### config.mk
export PLATFORM = sky130hd
export DESIGN_NAME = alu_access_controller
export DESIGN_NICKNAME = d
export VERILOG_FILES = /design/src/rtl/alu_ctrl_pkg.sv /design/src/rtl/alu_access_controller_rr_arbiter2.sv /design/src/rtl/alu_access_controller.sv
export SDC_FILE = /design/constraint.sdc
export NUM_CORES = 1
export LEC_CHECK = 0
export BUFFER_PORTS_ARGS = -buffer_cell sky130_fd_sc_hd__buf_2
export CORE_AREA = 5 5 143 145
export CTS_CLUSTER_DIAMETER = 50
export DETAILED_ROUTE_END_ITERATION = 8
export DIE_AREA = 0 0 148 150
export PLACE_DENSITY_LB_ADDON = 0.25
export SLEW_MARGIN = 15
export SYNTH_ARGS = -nofsm -noshare
export SYNTH_HDL_FRONTEND = slang
export SYNTH_HIERARCHICAL = 1
export SYNTH_SLANG_ARGS = --single-unit
### constraint.sdc
create_clock -name clk -period 4.79 [get_ports clk]
set_clock_uncertainty 0.15 [all_clocks]
set_input_delay 1.1975 -clock clk [delete_from_list [all_inputs] [get_ports clk]]
set_output_delay 1.1975 -clock clk [all_outputs]
set_load 0.02 [all_outputs]
### src/rtl/alu_ctrl_pkg.sv
// Shared constants, types and helpers for the ALU access controller.
package alu_ctrl_pkg;

    localparam int unsigned DATA_W  = 32;
    localparam int unsigned FUNC_W  = 6;
    localparam int unsigned SHAMT_W = 5;
    localparam int unsigned FLAG_W  = 4;
    localparam int unsigned CNT_W   = 8;

    localparam logic [FUNC_W-1:0] FN_ADD  = 6'd0;
    localparam logic [FUNC_W-1:0] FN_MULS = 6'd2;
    localparam logic [FUNC_W-1:0] FN_NEG  = 6'd3;
    localparam logic [FUNC_W-1:0] FN_AND  = 6'd4;
    localparam logic [FUNC_W-1:0] FN_XOR  = 6'd5;
    localparam logic [FUNC_W-1:0] FN_SLL  = 6'd6;
    localparam logic [FUNC_W-1:0] FN_SRL  = 6'd7;
    localparam logic [FUNC_W-1:0] FN_SLLV = 6'd8;
    localparam logic [FUNC_W-1:0] FN_SRLV = 6'd9;
    localparam logic [FUNC_W-1:0] FN_SRA  = 6'd10;
    localparam logic [FUNC_W-1:0] FN_SRAV = 6'd11;

    localparam int unsigned CARRY = 3;
    localparam int unsigned SIGN  = 2;
    localparam int unsigned OVF   = 1;
    localparam int unsigned ZERO  = 0;

    typedef enum logic [2:0] {
        ST_IDLE  = 3'd0,
        ST_SETUP = 3'd1,
        ST_PULSE = 3'd2,
        ST_WAIT  = 3'd3,
        ST_RESP  = 3'd4
    } state_e;

    typedef struct packed {
        logic              id;
        logic [DATA_W-1:0] res1;
        logic [DATA_W-1:0] res2;
        logic [FLAG_W-1:0] flags;
        logic              err;
    } rsp_t;

    function automatic logic func_legal(input logic [FUNC_W-1:0] f);
        case (f)
            FN_ADD, FN_MULS, FN_NEG, FN_AND, FN_XOR, FN_SLL,
            FN_SRL, FN_SLLV, FN_SRLV, FN_SRA, FN_SRAV: return 1'b1;
            default:                                   return 1'b0;
        endcase
    endfunction

endpackage

### src/rtl/alu_access_controller_rr_arbiter2.sv
// Two-port round-robin arbiter; a tie goes to the port not granted last.
module rr_arbiter2 (
    input  logic       clk,
    input  logic       rst_n,
    input  logic [1:0] req_i,
    input  logic       en_i,
    output logic [1:0] grant_o
);

    logic ptr_q;
    logic ptr_d;

    always_comb begin
        grant_o = 2'b00;
        if (en_i) begin
            if (req_i == 2'b11) grant_o = ptr_q ? 2'b10 : 2'b01;
            else                grant_o = req_i;
        end
        ptr_d = ptr_q;
        // a grant is always taken (ready mirrors grant), so flip on it
        if (|grant_o) ptr_d = grant_o[0];
    end

    always_ff @(posedge clk or negedge rst_n) begin
        if (!rst_n) ptr_q <= 1'b0;
        else        ptr_q <= ptr_d;
    end

endmodule

### src/rtl/alu_access_controller.sv
// Shares one ALU between two requesters: arbitrate, set up, pulse, wait, respond.
module alu_access_controller
    import alu_ctrl_pkg::*;
#(
    parameter int unsigned ALU_LAT = 1,
    parameter int unsigned MUL_LAT = 3
) (
    input  logic               clk,
    input  logic               rst_n,
    input  logic               req0_valid,
    input  logic               req1_valid,
    output logic               req0_ready,
    output logic               req1_ready,
    input  logic [FUNC_W-1:0]  req0_func,
    input  logic [FUNC_W-1:0]  req1_func,
    input  logic [DATA_W-1:0]  req0_a,
    input  logic [DATA_W-1:0]  req1_a,
    input  logic [DATA_W-1:0]  req0_b,
    input  logic [DATA_W-1:0]  req1_b,
    input  logic [SHAMT_W-1:0] req0_shamt,
    input  logic [SHAMT_W-1:0] req1_shamt,
    output logic               rsp_valid,
    input  logic               rsp_ready,
    output logic               rsp_id,
    output logic [DATA_W-1:0]  rsp_res1,
    output logic [DATA_W-1:0]  rsp_res2,
    output logic [FLAG_W-1:0]  rsp_flags,
    output logic               rsp_err,
    output logic [DATA_W-1:0]  alu_inp1,
    output logic [DATA_W-1:0]  alu_inp2,
    output logic [SHAMT_W-1:0] alu_shamt,
    output logic [FUNC_W-1:0]  alu_func,
    output logic               alu_ena,
    input  logic [DATA_W-1:0]  alu_res1,
    input  logic [DATA_W-1:0]  alu_res2,
    input  logic               alu_carry,
    input  logic               alu_sign,
    input  logic               alu_ovf,
    input  logic               alu_zero,
    output logic               busy
);

    state_e              state_q, state_d;
    logic [FUNC_W-1:0]   func_q, func_d;
    logic [DATA_W-1:0]   a_q, a_d, b_q, b_d;
    logic [SHAMT_W-1:0]  shamt_q, shamt_d;
    logic [CNT_W-1:0]    cnt_q, cnt_d;
    rsp_t                rsp_q, rsp_d;
    logic                ena_q, valid_q, busy_q, idle_q;
    logic [1:0]          grant;
    logic                sel_id;
    logic [FUNC_W-1:0]   sel_func;
    logic [DATA_W-1:0]   sel_a, sel_b;
    logic [SHAMT_W-1:0]  sel_shamt;

    // idle_q resets low, so no port sees ready while rst_n is asserted
    rr_arbiter2 u_arb (
        .clk     (clk),
        .rst_n   (rst_n),
        .req_i   ({req1_valid, req0_valid}),
        .en_i    (idle_q),
        .grant_o (grant)
    );

    assign sel_id    = grant[1];
    assign sel_func  = sel_id ? req1_func  : req0_func;
    assign sel_a     = sel_id ? req1_a     : req0_a;
    assign sel_b     = sel_id ? req1_b     : req0_b;
    assign sel_shamt = sel_id ? req1_shamt : req0_shamt;

    always_comb begin
        state_d = state_q;
        func_d  = func_q;
        a_d     = a_q;
        b_d     = b_q;
        shamt_d = shamt_q;
        cnt_d   = cnt_q;
        rsp_d   = rsp_q;
        case (state_q)
            ST_IDLE: begin
                if (|grant) begin
                    func_d   = sel_func;
                    a_d      = sel_a;
                    b_d      = sel_b;
                    shamt_d  = sel_shamt;
                    rsp_d    = '0;
                    rsp_d.id = sel_id;
                    if (func_legal(sel_func)) begin
                        state_d = ST_SETUP;
                    end else begin
                        rsp_d.err = 1'b1;
                        state_d   = ST_RESP;
                    end
                end
            end
            ST_SETUP: state_d = ST_PULSE;
            ST_PULSE: begin
                cnt_d   = (func_q == FN_MULS) ? CNT_W'(MUL_LAT) : CNT_W'(ALU_LAT);
                state_d = ST_WAIT;
            end
            ST_WAIT: begin
                if (cnt_q <= CNT_W'(1)) begin
                    rsp_d.res1         = alu_res1;
                    rsp_d.res2         = alu_res2;
                    rsp_d.flags[CARRY] = alu_carry;
                    rsp_d.flags[SIGN]  = alu_sign;
                    rsp_d.flags[OVF]   = alu_ovf;
                    rsp_d.flags[ZERO]  = alu_zero;
                    cnt_d              = '0;
                    state_d            = ST_RESP;
                end else begin
                    cnt_d = cnt_q - CNT_W'(1);
                end
            end
            ST_RESP:  if (rsp_ready) state_d = ST_IDLE;
            default:  state_d = ST_IDLE;
        endcase
    end

    always_ff @(posedge clk or negedge rst_n) begin
        if (!rst_n) state_q <= ST_IDLE;
        else        state_q <= state_d;
    end

    // datapath and registered status outputs follow the next state
    always_ff @(posedge clk or negedge rst_n) begin
        if (!rst_n) begin
            func_q  <= '0;
            a_q     <= '0;
            b_q     <= '0;
            shamt_q <= '0;
            cnt_q   <= '0;
            rsp_q   <= '0;
            ena_q   <= 1'b0;
            valid_q <= 1'b0;
            busy_q  <= 1'b0;
            idle_q  <= 1'b0;
        end else begin
            func_q  <= func_d;
            a_q     <= a_d;
            b_q     <= b_d;
            shamt_q <= shamt_d;
            cnt_q   <= cnt_d;
            rsp_q   <= rsp_d;
            ena_q   <= (state_d == ST_PULSE);
            valid_q <= (state_d == ST_RESP);
            busy_q  <= (state_d != ST_IDLE);
            idle_q  <= (state_d == ST_IDLE);
        end
    end

    assign req0_ready = grant[0];
    assign req1_ready = grant[1];
    assign rsp_valid  = valid_q;
    assign rsp_id     = rsp_q.id;
    assign rsp_res1   = rsp_q.res1;
    assign rsp_res2   = rsp_q.res2;
    assign rsp_flags  = rsp_q.flags;
    assign rsp_err    = rsp_q.err;
    assign alu_inp1   = a_q;
    assign alu_inp2   = b_q;
    assign alu_shamt  = shamt_q;
    assign alu_func   = func_q;
    assign alu_ena    = ena_q;
    assign busy       = busy_q;

endmodule

* Yosys cells after proc, flatten, opt, wreduce, memory -nomap -nowiden *
Memories as Yosys holds them, arrays and structs flattened.
Index checks and enable logic that the tools add are counted.

operators by class
  $add $sub $neg = 1
  magnitude comparators = 1
  eq/ne operators = 10
  mux-type cells = 22
  reduce and logical (&&, ||, !) cells = 9

operator list
  kind                                                            count
  case mux 68 bit (2 select lines)                                1
  2-to-1 mux 69 bit                                               1
  2-to-1 mux 68 bit                                               1
  2-to-1 mux 32 bit                                               2
  case mux 8 bit (2 select lines)                                 1
  case mux 3 bit (5 select lines)                                 1
  2-to-1 mux 3 bit                                                4
  == test 3 x 2 -> 1 bit, second input constant                   3
  less-or-equal comparator 8 x 1 -> 1 bit, second input constant  1
  2-to-1 mux 2 bit                                                4
  2-to-1 mux 8 bit                                                1
  subtractor 8 x 1 -> 8 bit, second input constant                1
  == test 3 bit, second input constant                            2
  == test 6 x 2 -> 1 bit, second input constant                   1
  logical NOT 3 bit                                               2
  2-to-1 mux 6 bit                                                1
  2-to-1 mux 5 bit                                                1
  2-to-1 mux 1 bit                                                4
  inequality test 2 bit, second input constant                    2
  nonzero test 2 bit                                              2
  == test 3 x 1 -> 1 bit, second input constant                   1
  AND reduction 3 bit                                             1
  nonzero test 3 bit                                              1
  == test 2 bit, second input constant                            1
  3 further kinds                                                 3

storage, ports and cells
  bits in registers = 161
  memory bits (read-only) = 16
  input bits = 223
  output and inout port bits = 150
  logic and storage cells = 60
  memories kept = 1

memory list
  memory           words  bits a word  rd ports  clocked after memory_dff  write ports  line                text
  (no name shown)  16     1            1         0                         0            alu_ctrl_pkg.sv:44  case (f)

* Longest topological paths before layout *
Gate-level depths: netlist (run 1).

  depth in word-level cells = 12
  depth in mapped cells = 9
  mapped depth without buffers = 6

* By module *
Netlist (run 1), hierarchy kept.

by module, submodules not included
  module                 times used  cells an instance  area an instance (um^2)  seq. area each (um^2)
  alu_access_controller  1           718                7318.3                   4003.8
  rr_arbiter2            1           8                  61.3                     25.0

* Worst setup path after synthesis (run 1) *
Ideal clock, no wire load.

  kind = input to output
  start point = input port req0_valid
  end point = output port req0_ready
  arrival time = 1.713 ns
  required time = 3.443 ns
  slack = 1.729 ns
  stages on the path = 2
  path buffers = 0
  path through = nand2_1 a21oi_1

on the way
  longest elaborated chain between the ends = 3

ends and longest elaborated chain
  what                  line                                     text
  from (decl)           alu_access_controller.sv:10              input logic req0_valid,
  == test 2 bit         alu_access_controller_rr_arbiter2.sv:16  if (req_i == 2'b11) grant_o = ptr_q ? 2'b10 : 2'b01;
  2-to-1 mux 2 bit (*)  alu_access_controller_rr_arbiter2.sv:16
  2-to-1 mux 2 bit (*)  alu_access_controller_rr_arbiter2.sv:15  if (en_i) begin
  to (decl)             alu_access_controller.sv:12              output logic req0_ready,

Mark *: on every way between the ends. The rest lies on a longest branch, timed or not.

* Worst setup path after layout (run 1) *
Ends and elaborated chain as after synthesis.

==> impl_metrics.toml, run 1 <==
[worst_setup_path]
cp-start-kind = "primary input"
cp_data_required_time_ps = 3440
cp_max_fo = 4
path_cells = "buf_2, nand2_1, a21oi_1, buf_2"
critical_path.top_delay_family = "compound AO/OA/AOI/OAI gates"
slowest_stage = "a21oi_1"
crit_top_cell = "buf_2"
arrival_ps = 2080
end_kind = "output pin"
slowest_delay_ps = 410
cp_num_buf_inv = 2
crit_type = "primary input to output pin"

[floorplan]
die_x_um = 148
start_util = 0.387
ios = 373
design.die.area_sq_um = 22200
rows = 51
dieHeight_um = 150
core_area_sq_um = 19100

[logic_synthesis]
synth_top_area_cell = "dfrtp_1"
synth_seq_cells = 161
synthTopCellsByArea = "dfrtp_1 (55%), mux2i_1 (10%), o21ai_0 (8.4%)"
avgSynthCellArea_sq_um = 10.2
ys_seq_area_frac = 0.546
syn_area_sq_um = 7380
synth_warnings = 6
synth_top_area_share = 0.546
ys_types = 41
syn_inst = 726
syn-num-nets = 951

[timing]
maxSlewHeadroom = 0.420
tns_ps = 0
worstMarginPinSlew_ps = 870
slew_viol_final = 0
setup_viol = 0
hold_viol = 0
finalCritPeriodShare = 0.716
rsz0062_at_grt = "false"
setup_slack_ps = 1360
clock.fmax_mhz = 292
fin_crit_ps = 3430

[pwr]
power_density_nw_per_um2 = 661
vdd_drop_max_v = 0.000380
leakage_nw = 4.98

[global_routing]
grt_usage = 0.203
grt_max_degree = 154
grt_pass1_vias = 6456
antenna_found_initial = 6
grt_pass1_wl_mm = 35.8
gr-total-overflow = 0

[route]
drtAntennaViolNets = 0
drt_iter0_markers = 286
route.detailed.drc = 0
wl_met1_mm = 9.53
highest_layer = "met5"
viasPerCell = 4.98
wl_met2_mm = 10.6
routedWlPerCell_um = 17.4
dr.pass1.iters = 5
routed_wl_mm = 22.9
vias = 6569
met3_length_mm = 2.40

[clock_tree]
htreeDepth = 4
numCtsBuffers = 17
clkSinkCount = 161
hold_buffers = 0
cts_root_buf = "clkbuf_16"
clkTransAtPathRegs_ps = 60
clkLatencyLatePin_ps = 410
clk_path_buf_depth = 2
post_cts_resized = 0
postCtsSetupRepairBufs = 0
cts_tree = "built"

[place]
hpwlAfterDp_mm = 16.5
port_buffers = 372
dp_slack_ps = 1290
gp_congestion = 0.803
dp.cells = 1284
dpl_cell_area_sq_um = 9350

[final_layout]
stdcell_count = 1318
fin_area_sq_um = 9920
fillCellCount = 1822
area_growth_pct = 34.4
drive_gt1_frac = 0.398
fin_nets = 1290

[outcome]
outcome = "completed"

[run]
max_cap_viol_count = 0

[worst_hold_path]
min_path_type = "flop to flop"
## final cells by class
| class | count | area, sq um | share of cell area |
|---|---|---|---|
| multi-input cells | 434 | 2800 | 0.282 |
| flip-flops and latches | 161 | 4030 | 0.406 |
| repair buffers | 378 | 1950 | 0.197 |
| diodes | 3 | 7.51 | 0.000757 |
| inverters | 73 | 274 | 0.0276 |
| well taps | 238 | 298 | 0.0300 |
| clock inverters | 13 | 129 | 0.0130 |
| clock buffers | 18 | 429 | 0.0433 |
## sequential cells by signal, indices dropped and copies added, names as in the netlist, 3 cells and up
signal     cells
cnt_q          8
alu_inp2      32
alu_func       6
alu_inp1      32
alu_shamt      5
rsp_res1      32
state_q        3
rsp_res2      32
rsp_flags      4
## cell usage in the layout (no fill, tap or decap), types with 2 or more instances in the layout
master	instances
buf_12	3
inv_1	73
buf_4	3
nor4_1	2
dfrtp_1	161
o21ai_1	11
nand2b_1	3
clkinvlp_4	4
o211ai_1	68
a22o_1	2
nand2_1	86
nor2_1	3
nor3b_1	2
and3_1	2
a21o_1	2
clkbuf_16	17
o21ai_2	9
diode_2	3
clkinv_4	2
ha_1	2
a31oi_1	7
or4_1	2
inv_6	4
mux2i_1	75
buf_2	371
or4b_2	3
o21ai_0	124
a21oi_1	7
nand3_1	5
## tightest hold or removal path: stages (launching register included)
cell and delay [ps]:
dfrtp_1 330, nand2_1 50, nand2_1 60
## stage by stage
step                hold slack (ps)  total power [mW]  utilization
finish                          322              6.56        0.520
global route                    328              7.03        0.520
CTS                             326              6.64        0.519
detailed placement              312              5.30        0.490
global placement                308              5.25        0.490
floorplan                       302              4.24            -
## cells in the mapped netlist, drive strengths merged
cell type	count
o211ai	68
or2	1
and2	1
o21ai	145
clkbuf	16
nand2b	3
a21o	3
nand3	5
or4	2
nor2b	1
mux2i	75
a211oi	1
nor4	2
a21boi	1
nand2	86
a31oi	7
nor3	1
a2111oi	1
a22o	2
o21bai	1
a21oi	9
and3	3
xnor2	1
ha	2
o211a	1
o31ai	1
dfrtp	161
nor4b	1
nor3b	2
o21a	1
nor2	3
or4b	3
nand3b	1
inv	73
buf	42
## cells by family (layout without fill, tap and decap cells)
group,after synthesis,after routing,share of synthesized area
adder cells (fa/ha/maj),2,2,0.00339
multiplexers,75,75,0.102
AND/OR/NAND/NOR,115,115,0.0707
XOR/XNOR,1,1,0.00119
flip-flops,161,161,0.546
AO/OA/AOI/OAI,241,241,0.199
buffers and inverters,131,482,0.0783
other,0,3,0
## per-layer routing
metal | track usage | vias to the layer above
met5 | 0 | -
met4 | 0.0693 | 6
met3 | 0.0806 | 34
met2 | 0.309 | 291
met1 | 0.264 | 3035
li1 | - | 3203
## where the power goes
part | internal [mW] | switching (mW)
clock network | 0.724 | 0.589
logic | 0.948 | 1.93
registers | 2.00 | 0.363
## final timing paths
check	start	end	slack [ps]	cells past startpoint
worst max-delay path	req0_valid	req0_ready	1360	4
worst min-delay path	rsp_err	rsp_err	320	2
worst min register to register	rsp_err	rsp_err	320	2
max in group asynchronous	rst_n	u_arb/ptr_q	2820	2
min in group asynchronous	rst_n	rsp_res2[31]	650	1
worst max register to register	u_arb/ptr_q	state_q[2]	2350	7
Power figures use the tool's default switching activity.
==> run 2, diff against run 1 <==
ABC_AREA = 1   (was unset)
CORE_AREA = 5 5 141 143   (was 5 5 143 145)
DIE_AREA = 0 0 146 148   (was 0 0 148 150)
clock period = 3.4 ns   (was 4.79 ns; I/O delays follow)
==> run 2 against run 1 <==
Core utilization rose by 1.8 points; clock power is 50% higher; clock-buffer cell count up 2; worst setup slack worse by 560 ps; sequential power up 27%; power is 33% higher; flip-flop and latch count did not move; die area fell by 2.7%; synthesized area about the same; register-to-register slack got worse by 1200 ps; first-iteration DRC count grew 17%.
==> impl_metrics.toml, run 2 <==
[timing]
rsz0062_at_grt = "false"
worstMarginPinSlew_ps = 781
clock.fmax_mhz = 384
tns_ps = 0
slew_viol_final = 0
maxSlewHeadroom = 0.479
finalCritPeriodShare = 0.765
setup_viol = 0
fin_crit_ps = 2600
hold_viol = 0

[floorplan]
design.die.area_sq_um = 21600
ios = 373
start_util = 0.400
dieHeight_um = 148
die_x_um = 146
core_area_sq_um = 18500
rows = 50

[logic_synthesis]
synth_xor_area_frac = 0.00713
syn_area_sq_um = 7370
synth-main-ff-cell = "dfrtp_1"
synthTopCellsByArea = "dfrtp_1 (55%), nand2_1 (10%), nand3_1 (8.9%)"
synth_simple_gate_area_frac = 0.296
synth_top_area_cell = "dfrtp_1"
async_flop_share = 1.00
syn-num-nets = 1082
synthMuxAreaShare = 0
synth_edf_count = 0
synth_warnings = 6
syn_inst = 857
synthTopCellsByCount = "nand2_1 (202), dfrtp_1 (161), nor2_1 (157), nand3_1 (131), o31ai_1 (69)"
ys_types = 28
yosysMostFrequentCell = "nand2_1"
synth_seq_cells = 161
synth_fa_ha_area_frac = 0.00339
synth_top_area_share = 0.546
ys_seq_area_frac = 0.546
avgSynthCellArea_sq_um = 8.61
synth-compound-area-share = 0.0842
synth_top_family_by_area = "simple AND/OR/NAND/NOR gates"

[route]
route.detailed.drc = 0
routedWlPerCell_um = 16.3
vias = 7149
drt_iter0_markers = 335
viasPerCell = 4.95
drtAntennaViolNets = 0
routed_wl_mm = 23.5
dr.pass1.iters = 4

[worst_setup_path]
arrival_ps = 1600
cp_data_required_time_ps = 2400
cp-start-kind = "primary input"
crit_type = "primary input to output pin"
reg2regPathDepth = 10
end_kind = "output pin"
cp_max_fo = 16
regToRegSetupSlack_ps = 1150
timing.rr.end = "rsp_res2[18]"
worstReg2RegStart = "idle_q"

[pwr]
pwr-share-clk = 0.225
leakage_nw = 5.67
internal_power_mw = 4.95
vdd_drop_max_v = 0.000461
pwr-share-seq = 0.345
switching_power_mw = 3.80
combPwrFrac = 0.430
power_density_nw_per_um2 = 881
total_power_mw = 8.75
swShare = 0.434

[outcome]
outcome = "completed"

[final_layout]
final_common_cell = "buf_2"
fin_nets = 1420
drive_gt1_frac = 0.359
final_cell_mix = "buf_2 (371), nand2_1 (202), dfrtp_1 (161)"
fillCellCount = 1751
utilization = 0.538
area_growth_pct = 34.7
fin_area_sq_um = 9930

[clock_tree]
clkLatencyLatePin_ps = 420
hold_buffers = 0
htreeDepth = 4
postCtsSetupRepairBufs = 0
cts_root_buf = "clkbuf_16"
clkTransAtPathRegs_ps = 70
cts_tree = "built"
clk_path_buf_depth = 2
post_cts_resized = 0
numCtsBuffers = 17
clkSinkCount = 161

[place]
gp_congestion = 0.864
dpl_cell_area_sq_um = 9330
port_buffers = 372
hpwlAfterDp_mm = 16.9

[global_routing]
grtUsageMet1 = 0.272
grtUsageMet3 = 0.0739
grt_usage = 0.212
antenna_found_initial = 3
grt_max_degree = 122
grt_pass1_vias = 7079
gr-total-overflow = 0
grt_pass1_wl_mm = 37.1
top_usage_layer = "met2"
use_met2 = 0.342

[run]
max_cap_viol_count = 0

[worst_hold_path]
min_path_type = "primary input to async pin"
-- run 2: final cells by class --
| cell class | count | area [sq um] | share of cell area |
|---|---|---|---|
| sequential | 161 | 4030 | 0.406 |
| multi-input combinational | 604 | 2890 | 0.291 |
| timing repair buffer | 381 | 2000 | 0.201 |
| clock buffer | 20 | 457 | 0.0460 |
| tap | 234 | 293 | 0.0295 |
| clock inverter | 12 | 146 | 0.0147 |
| inverter | 30 | 118 | 0.0118 |
| antenna | 1 | 2.50 | 0.000252 |
-- run 2: kinds of logic (layout without fill, tap and decap cells) --
logic type,after synthesis,in the layout
adders and majority gates,2,2
DFF,161,161
other,0,1
and+or+nand+nor,508,508
xor gates and xnor gates,6,6
AOI/OAI and AO/OA,88,88
buffers and inverters,92,443
-- run 2: power by group through the flow --
stage                     clock, mW  combinational, mW  sequential, mW
final                          1.97               3.76            3.02
after global routing           2.10               4.17            3.11
after CTS                      2.03               3.82            3.02
after detailed placement          0               3.83            3.02
after global placement            0               3.77            3.03
after floorplan                   0               1.86            3.74
-- run 2: per-stage QoR --
step | cells | worst slack, ps | hold WS (ps)
after floorplan | 857 | 823 | 290
after global placement | 1410 | 586 | 304
after detailed placement | 1410 | 570 | 314
after CTS | 1442 | 811 | 313
after global routing | 1443 | 739 | 342
final | 1443 | 798 | 287
-- run 2: worst max path at each step --
stage,from,endpoint,slack [ps],cells past startpoint
floorplan,req1_valid,alu_inp1[26],820,11
global placement,req0_valid,rsp_res2[17],590,11
detailed placement,req0_valid,rsp_res2[18],570,11
CTS,req1_valid,req1_ready,810,5
global route,req1_valid,req1_ready,740,5
finish,req1_valid,req1_ready,800,5
-- run 2: routing by layer --
layer  vias to the layer above  part of all wire
met5                         -           0.00090
met4                         4             0.015
met3                        27             0.089
met2                       280              0.48
met1                      3340              0.41
li1                       3498                 -
-- run 2: worst max-delay path, cell delays in order --
cell and delay [ps]:
buf_2 90, nand2_1 90, a21oi_4 140, buf_4 230, buf_2 200
==> run 3, diff against run 2 <==
ABC_AREA = 0   (was 1)
CORE_AREA = 5 5 143 145   (was 5 5 141 143)
DIE_AREA = 0 0 148 150   (was 0 0 146 148)
clock period = 2.35 ns   (was 3.4 ns; I/O delays follow)
==> run 3 against run 2 <==
Cell count shrank 7.2%; combinational power grew 62%; via count fell by 6.6%; critical path type is now flop to output pin; largest power group unchanged.
==> impl_metrics.toml, run 3 (synthesized netlist as in run 1, its figures left out) <==
[timing]
finalCritPeriodShare = 0.948
fin_crit_ps = 2230
maxSlewHeadroom = 0.718
slew_viol_final = 0
worstMarginPinSlew_ps = 423
rsz0062_at_grt = "false"
hold_viol = 0
tns_ps = 0
clock.fmax_mhz = 449
setup_viol = 0
whs_ps = 267

[route]
drtAntennaViolNets = 0
route.detailed.drc = 0
dr.pass1.iters = 4
routedWlPerCell_um = 17.7
drt_iter0_markers = 333
vias = 6677
viasPerCell = 4.99
routed_wl_mm = 23.6

[clock_tree]
postCtsSetupRepairBufs = 0
clkSinkCount = 161
clkLatencyLatePin_ps = 420
cts_root_buf = "clkbuf_16"
numCtsBuffers = 17
cts_tree = "built"
clkTransAtPathRegs_ps = 70
htreeDepth = 4
clk_path_buf_depth = 2

[worst_setup_path]
arrival_ps = 1490
slowest_stage = "dfrtp_1"
path_cells = "inv_1, a21oi_4, buf_12, buf_2"
cp_max_fo = 25
slowest_delay_ps = 370
cp-start-kind = "flop"
cp_data_required_time_ps = 1610
end_kind = "output pin"
crit_type = "flop to output pin"

[global_routing]
antenna_found_initial = 6
gr-total-overflow = 0
grt_max_degree = 70
grt_pass1_wl_mm = 36.5
grt_usage = 0.207
grt_pass1_vias = 6850

[pwr]
leakage_nw = 5.14
swShare = 0.435
pwr-share-seq = 0.351
switching_power_mw = 5.98
internal_power_mw = 7.78
pwr-share-clk = 0.206
vdd_drop_max_v = 0.000706
combPwrFrac = 0.443
total_power_mw = 13.8
power_density_nw_per_um2 = 1350

[final_layout]
final_cell_mix = "buf_2 (371), dfrtp_1 (161), o21ai_0 (124)"
fillCellCount = 1751
ff_latch_area_sq_um = 4030
drive_gt1_frac = 0.409
stdcell_count = 1339
fin_area_sq_um = 10200
area_growth_pct = 38.5
multiInputGateArea_sq_um = 2810
fin_nets = 1311
final_common_cell = "buf_2"

[floorplan]
dieHeight_um = 150
rows = 51
core_area_sq_um = 19100
die_x_um = 148
design.die.area_sq_um = 22200
start_util = 0.387
ios = 373

[outcome]
outcome = "completed"

[place]
dpl_cell_area_sq_um = 9590
port_buffers = 372
gp_congestion = 0.792
dp.cells = 1303
hpwlAfterDp_mm = 17.6

[worst_hold_path]
min_path_type = "primary input to flop"

[run]
max_cap_viol_count = 0
-- run 3: layer usage --
metal  GRT usage  wire length [um]  up-vias
met3      0.0809              2480       32
li1            -                 -     3241
met1       0.261              9560     3106
met2       0.330             11100      292
met4      0.0637               435        6
met5           0                47        -
-- run 3: worst paths after layout --
| kind | start | to | slack (ps) | cells after the start |
|---|---|---|---|---|
| setup / recovery | u_arb/ptr_q | req1_ready | 120 | 4 |
| hold / removal | alu_res1[24] | rsp_res1[24] | 270 | 3 |
| setup reg to reg | cnt_q[0] | rsp_res1[31] | 270 | 7 |
| hold reg to reg | alu_inp2[3] | alu_inp2[3] | 320 | 2 |
| max in group asynchronous | rst_n | alu_func[1] | 930 | 3 |
| min in group asynchronous | rst_n | rsp_res1[20] | 510 | 2 |
-- run 3: worst max-delay path: cells and delay by family (launching register included) --
family / cells / cell delay (ps)
buffers and inverters: 3 / 530
flip-flops: 1 / 370
AO/OA/AOI/OAI: 1 / 170
-- run 3: per-stage QoR --
step,utilization,setup slack [ps]
final,0.536,122
after global routing,0.536,56.8
after CTS,0.534,104
after detailed placement,0.503,90.9
after global placement,0.503,177
after floorplan,-,49.7
-- run 3: area by class of cell --
cell class | instances | area share
Clock inverter | 12 | 0.0147
Tap cell | 238 | 0.0291
Timing Repair Buffer | 398 | 0.216
Antenna cell | 3 | 0.000734
Sequential cell | 161 | 0.394
Multi-Input combinational cell | 435 | 0.275
Clock buffer | 19 | 0.0433
Inverter | 73 | 0.0268
-- run 3: power groups by stage --
stage	clock (mW)	combinational, mW	sequential, mW
6_report	2.84	6.09	4.83
5_1_grt	3.02	6.68	5.00
4_1_cts	2.90	6.13	4.83
3_5_place_dp	0	6.12	4.85
3_3_place_gp	0	6.01	4.84
2_1_floorplan	0	2.36	6.29
-- run 3: timing repair --
item                                    4_1_cts  5_1_grt
endpoints found under the hold margin        35        0
hold buffers                                  1        0
resized for setup                             0        2
endpoints found under the setup margin        0       41
